File: src/rtl/branch_resolver.sv
// -----------------------------------------------------------------------------
// branch_resolver
//
// Holds in-flight branch predictions in order and resolves them against the
// outcome from execute. For each resolve it emits a predictor training update.
// On a mispredict it also emits a one-cycle flush pulse with the corrected
// fetch PC. A mispredict empties the queue, because every younger entry was
// fetched down the wrong path.
//
// Ports
//   i_clk, i_rst            clock, synchronous active-high reset
//   i_pred_*                prediction push from fetch (pc, taken, target)
//   o_pred_ready            queue not full
//   i_res_*                 resolve of the oldest entry from execute
//   o_res_ready             queue not empty
//   o_upd_valid/pc/taken    registered training update, one per resolve
//   o_mispredict            registered one-cycle flush pulse
//   o_redirect_pc           corrected fetch PC, valid with o_mispredict
//   o_count                 queue occupancy (0..DEPTH)
//   o_branch_cnt            saturating count of resolved branches
//   o_mispred_cnt           saturating count of mispredicts
// -----------------------------------------------------------------------------
module branch_resolver #(
  parameter int DEPTH = 4,
  parameter int PC_W  = 32,
  parameter int CNT_W = 16
) (
  input  logic                       i_clk,
  input  logic                       i_rst,
  input  logic                       i_pred_valid,
  input  logic [PC_W-1:0]            i_pred_pc,
  input  logic                       i_pred_taken,
  input  logic [PC_W-1:0]            i_pred_target,
  output logic                       o_pred_ready,
  input  logic                       i_res_valid,
  input  logic                       i_res_taken,
  input  logic [PC_W-1:0]            i_res_target,
  output logic                       o_res_ready,
  output logic                       o_upd_valid,
  output logic [PC_W-1:0]            o_upd_pc,
  output logic                       o_upd_taken,
  output logic                       o_mispredict,
  output logic [PC_W-1:0]            o_redirect_pc,
  output logic [$clog2(DEPTH):0]     o_count,
  output logic [CNT_W-1:0]           o_branch_cnt,
  output logic [CNT_W-1:0]           o_mispred_cnt
);

  localparam int AW = $clog2(DEPTH);
  localparam int CW = AW + 1;

  logic [PC_W-1:0]  pc_mem_q  [DEPTH];
  logic [PC_W-1:0]  pc_mem_d  [DEPTH];
  logic [PC_W-1:0]  tgt_mem_q [DEPTH];
  logic [PC_W-1:0]  tgt_mem_d [DEPTH];
  logic [DEPTH-1:0] tkn_mem_q, tkn_mem_d;

  logic [AW-1:0]    head_q, head_d, tail_q, tail_d;
  logic [CW-1:0]    count_q, count_d;

  logic             upd_valid_q, upd_valid_d;
  logic [PC_W-1:0]  upd_pc_q, upd_pc_d;
  logic             upd_taken_q, upd_taken_d;
  logic             mispredict_q, mispredict_d;
  logic [PC_W-1:0]  redirect_pc_q, redirect_pc_d;
  logic [CNT_W-1:0] branch_cnt_q, branch_cnt_d;
  logic [CNT_W-1:0] mispred_cnt_q, mispred_cnt_d;

  logic             push, resolve, mispredict;
  logic [PC_W-1:0]  head_pc, head_target;
  logic             head_taken;

  assign o_pred_ready = (count_q != CW'(DEPTH));
  assign o_res_ready  = (count_q != '0);

  assign push    = i_pred_valid && o_pred_ready;
  assign resolve = i_res_valid && o_res_ready;

  assign head_pc     = pc_mem_q[head_q];
  assign head_target = tgt_mem_q[head_q];
  assign head_taken  = tkn_mem_q[head_q];

  // A not-taken branch only mispredicts on direction; the target matters only when taken.
  assign mispredict = resolve &&
                      ((i_res_taken != head_taken) ||
                       (i_res_taken && (i_res_target != head_target)));

  always_comb begin
    pc_mem_d      = pc_mem_q;
    tgt_mem_d     = tgt_mem_q;
    tkn_mem_d     = tkn_mem_q;
    head_d        = head_q;
    tail_d        = tail_q;
    count_d       = count_q;
    upd_valid_d   = resolve;
    upd_pc_d      = upd_pc_q;
    upd_taken_d   = upd_taken_q;
    mispredict_d  = mispredict;
    redirect_pc_d = redirect_pc_q;
    branch_cnt_d  = branch_cnt_q;
    mispred_cnt_d = mispred_cnt_q;

    if (mispredict) begin
      // Flush: any push in this same cycle is on the wrong path and is dropped.
      head_d  = '0;
      tail_d  = '0;
      count_d = '0;
    end else begin
      if (push) begin
        pc_mem_d[tail_q]  = i_pred_pc;
        tgt_mem_d[tail_q] = i_pred_target;
        tkn_mem_d[tail_q] = i_pred_taken;
        tail_d            = tail_q + AW'(1);
      end
      if (resolve) begin
        head_d = head_q + AW'(1);
      end
      count_d = count_q + CW'(push) - CW'(resolve);
    end

    if (resolve) begin
      upd_pc_d    = head_pc;
      upd_taken_d = i_res_taken;
      if (branch_cnt_q != '1) begin
        branch_cnt_d = branch_cnt_q + CNT_W'(1);
      end
    end

    if (mispredict) begin
      redirect_pc_d = i_res_taken ? i_res_target : head_pc + PC_W'(4);
      if (mispred_cnt_q != '1) begin
        mispred_cnt_d = mispred_cnt_q + CNT_W'(1);
      end
    end
  end

  always_ff @(posedge i_clk) begin
    if (i_rst) begin
      head_q        <= '0;
      tail_q        <= '0;
      count_q       <= '0;
      upd_valid_q   <= 1'b0;
      upd_pc_q      <= '0;
      upd_taken_q   <= 1'b0;
      mispredict_q  <= 1'b0;
      redirect_pc_q <= '0;
      branch_cnt_q  <= '0;
      mispred_cnt_q <= '0;
    end else begin
      head_q        <= head_d;
      tail_q        <= tail_d;
      count_q       <= count_d;
      upd_valid_q   <= upd_valid_d;
      upd_pc_q      <= upd_pc_d;
      upd_taken_q   <= upd_taken_d;
      mispredict_q  <= mispredict_d;
      redirect_pc_q <= redirect_pc_d;
      branch_cnt_q  <= branch_cnt_d;
      mispred_cnt_q <= mispred_cnt_d;
    end
  end

  // Entry payload needs no reset: an entry is only read after it has been written.
  always_ff @(posedge i_clk) begin
    pc_mem_q  <= pc_mem_d;
    tgt_mem_q <= tgt_mem_d;
    tkn_mem_q <= tkn_mem_d;
  end

  assign o_upd_valid   = upd_valid_q;
  assign o_upd_pc      = upd_pc_q;
  assign o_upd_taken   = upd_taken_q;
  assign o_mispredict  = mispredict_q;
  assign o_redirect_pc = redirect_pc_q;
  assign o_count       = count_q;
  assign o_branch_cnt  = branch_cnt_q;
  assign o_mispred_cnt = mispred_cnt_q;

endmodule

File: config.mk
export PLATFORM = sky130hd
export DESIGN_NAME = branch_resolver
export DESIGN_NICKNAME = d
export VERILOG_FILES = /design/src/rtl/branch_resolver.sv
export SDC_FILE = /design/constraint.sdc
export NUM_CORES = 1
export LEC_CHECK = 0
export CORE_MARGIN = 3
export CORE_UTILIZATION = 30
export DETAILED_ROUTE_END_ITERATION = 10
export GPL_ROUTABILITY_DRIVEN = 1
export GPL_TIMING_DRIVEN = 0
export PLACE_DENSITY = 0.54
export SETUP_SLACK_MARGIN = 0.1
export SLEW_MARGIN = 20
export SYNTH_ARGS = -nofsm -noshare
export SYNTH_HDL_FRONTEND = slang
export SYNTH_SLANG_ARGS = --single-unit
File: constraint.sdc
create_clock -name i_clk -period 7.3 [get_ports i_clk]
set_clock_uncertainty 0.15 [all_clocks]
set_input_delay 1.095 -clock i_clk [delete_from_list [all_inputs] [get_ports i_clk]]
set_output_delay 1.095 -clock i_clk [all_outputs]
set_load 0.02 [all_outputs]
==> run_results.csv <==
group,metric,value,unit
grt,grt_first_pass_wirelength,67630,um
clock_network,post_cts_buffers,0,
logic_synthesis,postSynthCellCount,1058,
routing,wl,46240,um
power_and_ir_drop,clockPowerShare,0.311,
sta,hold_violations,0,
layout,drive_gt1_frac,0.1274,
sta,tightestPinTransition,0.8263,ns
power_and_ir_drop,sw_frac_of_total,0.3086,
grt,grt_pass1_vias,10110,
sta,rsz0062_at_grt,"false",
sta,hold_ws,0.3015,ns
sta,finalMaxSlewViolations,0,
floorplan,ios,206,
placement,place_congestion,0.8481,
critical_path,cp.arrival,4.92,ns
logic_synthesis,yosys.area.top_type,"edfxtp_1",
floorplan,die_area,53460,um^2
critical_path,slowest_delay,0.64,ns
floorplan,die_y,231.2,um
power_and_ir_drop,p_per_area,342.0,nW/um^2
power_and_ir_drop,power.leakage,6.284,nW
clock_network,cts_buffers,41,
logic_synthesis,synth-edff-count,260,
clock_network,cts_max_level,2,
clock_network,clkLatencyLatePin,0.56,ns
clock_network,cts_sinks,366,
layout,fin_cells,2009,
logic_synthesis,async_flop_share,0,
floorplan,initial_utilization,0.3070,
placement,place_inst,1931,
layout,final_cell_mix,"edfxtp_1 (260), clkdlybuf4s50_1 (205), nand2_1 (113), dfxtp_1 (106), xnor2_1 (54)",
logic_synthesis,seq_area_frac_synth,0.6526,
layout,syn2layout_area_growth,28.61,%
placement,numPortBuffers,205,
power_and_ir_drop,vdd_drop_max,0.1455,mV
logic_synthesis,yosysUniqueCellTypes,69,
grt,grtUsageTotal,0.1721,
worst_hold_path,hold_path_class,"reg -> reg",
grt,grt_start_max_net_pins,36,
critical_path,startpoint_type,"flop",
sta,setup_viol,0,
routing,initialDrtViolationCount,862,
logic_synthesis,synth_area_per_cell,14.38,um^2
clock_network,cts_tree,"built",
floorplan,coreArea,49560,um^2
critical_path,cp_max_fo,35,
power_and_ir_drop,p_sw,2.066,mW
logic_synthesis,synthTopCellsByArea,"edfxtp_1 (51%), dfxtp_1 (14%), mux4_2 (7.5%)",
clock_network,root_buffer,"clkbuf_16",
sta,timing.fmax,0.2069,GHz
clock_network,postCtsHoldBufs,0,
layout,layout_commonest_cell,"edfxtp_1",
clock_network,cts_buffer_depth,3,
logic_synthesis,synth_nets,1170,
power_and_ir_drop,seqPwrFrac,0.400,
sta,relSlewSlack,0.4419,
status,status,"complete, no violations",
floorplan,die_w,231.2,um
critical_path,path_class,"reg -> reg",
power_and_ir_drop,power_frac_comb,0.289,
layout,fin_nets,1422,
placement,hpwlAfterDp,33530,um
sta,setup-tns-final,0,ns
logic_synthesis,syn_area,15220,um^2
sta,fin_crit,4.832,ns
run,drv_cap,0,
logic_synthesis,yosysWarningCount,0,
grt,antenna_found_initial,13,
clock_network,clk_pin_slew_worst_paths,0.06,ns
logic_synthesis,ys_ff_latch,366,
routing,via_count,10010,
floorplan,rows,81,
routing,vias_per_cell,4.981,
sta,min_period_over_period,0.6620,
power_and_ir_drop,total_power,6.693,mW
routing,drc_errors,0,
logic_synthesis,netlist.area_leader.share,0.5131,
clock_network,cts_resized,0,
critical_path,path_common_cell,"buf_4",
critical_path,cp.required,7.39,ns
routing,wl_per_cell,23.01,um
logic_synthesis,ys.flop_type,"edfxtp_1",
critical_path,critical_path.cell_chain,"buf_2 -> buf_4 -> clkbuf_1 -> nand2_1 -> nor2_1 -> o31ai_1 -> nor4_2 -> o2111ai_2 -> nand2_2 -> buf_4 -> and3_4 -> buf_12",
routing,firstDrtPassIters,5,
power_and_ir_drop,power.internal,4.628,mW
critical_path,slowest_stage,"and3_4",
grt,overflow,0,
routing,drtAntennaViolNets,0,
critical_path,critPathCaptureType,"flop",
[flip-flops by register name (all words and copies together), names as in the netlist]
register and cells:
pc_mem_q 128, tgt_mem_q 128, o_redirect_pc 32, o_upd_pc 32, o_branch_cnt 16, o_mispred_cnt 16, tkn_mem_q 4, o_count 3
head_q 2, tail_q 2, o_mispredict 1, o_upd_taken 1, o_upd_valid 1
[area by class of cell]
type / count / area (um^2)
Clock buffer: 59 / 1146
Antenna cell: 3 / 7.507
Clock inverter: 16 / 201.4
Buffer: 54 / 330.3
Timing Repair Buffer: 209 / 2147
Multi-Input combinational cell: 621 / 4912
Sequential cell: 366 / 9930
Fill cell: 4627 / 29990
Tap cell: 664 / 830.8
Inverter: 17 / 63.81
[worst max-delay path: cells and delay by family, from the launching register on]
kind | cells | cell delay [ns]
flip-flops | 1 | 0.42
buffers and inverters | 5 | 1.77
AND/OR/NAND/NOR | 5 | 1.50
AO/OA/AOI/OAI | 2 | 0.60
[power by group through the flow]
| stage | sequential, mW | combinational (mW) | clock [mW] |
|---|---|---|---|
| final | 2.68 | 1.93 | 2.08 |
| after global routing | 2.70 | 2.08 | 2.21 |
| after CTS | 2.68 | 1.97 | 2.13 |
| after detailed placement | 2.72 | 1.96 | 0 |
| after global placement | 2.74 | 1.91 | 0 |
| after floorplan | 2.81 | 1.07 | 0 |
[cell usage after synthesis (7+ instances only)]
master / instances
mux4_2: 51
mux2i_1: 37
edfxtp_1: 260
o31ai_1: 8
and3_1: 13
buf_4: 9
inv_1: 15
nor3_1: 20
clkbuf_1: 31
nand4_1: 19
nor2_1: 43
nor2b_1: 8
and4_1: 7
dfxtp_1: 106
nor4_1: 11
nand2b_1: 7
xor2_1: 25
a22o_1: 8
nand3_1: 22
or4_1: 7
a21oi_1: 46
ha_1: 9
o21ai_0: 24
mux2_2: 15
nand2_1: 113
xnor2_1: 54
[layer usage]
layer | routed length, um | vias to the layer above | share of wire | global-route usage
met5 | 126 | - | 0.0027 | 0
met3 | 3328 | 88 | 0.072 | 0.04302
met2 | 21700 | 331 | 0.47 | 0.2781
li1 | - | 4535 | - | -
met1 | 20000 | 5034 | 0.43 | 0.2303
met4 | 1081 | 18 | 0.023 | 0.04958
[cell families (layout without fill, tap and decap cells)]
family                   after synthesis  in the layout  share of synthesized area
flip-flops                           366            366                     0.6526
multiplexers                         104            104                     0.1117
adder cells (fa/ha/maj)               10             10                   0.008717
AO/OA/AOI/OAI                        136            136                    0.06019
other                                  0              3                          0
AND/OR/NAND/NOR                      292            292                    0.09547
buffers and inverters                 71            355                    0.02590
XOR/XNOR                              79             79                    0.04547
[path summary, 6_finish.rpt]
check | start | endpoint | slack (ns) | cells past startpoint
setup / recovery | head_q[1] | tgt_mem_q[7] | 2.47 | 12
hold reg to reg | o_upd_pc[30] | o_upd_pc[30] | 0.30 | 2
hold / removal | o_upd_pc[30] | o_upd_pc[30] | 0.30 | 2
setup reg to reg | head_q[1] | tgt_mem_q[7] | 2.47 | 12
[per-stage QoR]
stage	instance area (um^2)	worst slack [ns]	utilization
after floorplan	15220	2.443	-
after global placement	18100	-0.08867	0.3652
after detailed placement	18210	2.027	0.3675
after CTS	19560	2.369	0.3947
after global routing	19560	2.194	0.3947
final	19570	2.468	0.3949
(Power assumes the default switching activity.)
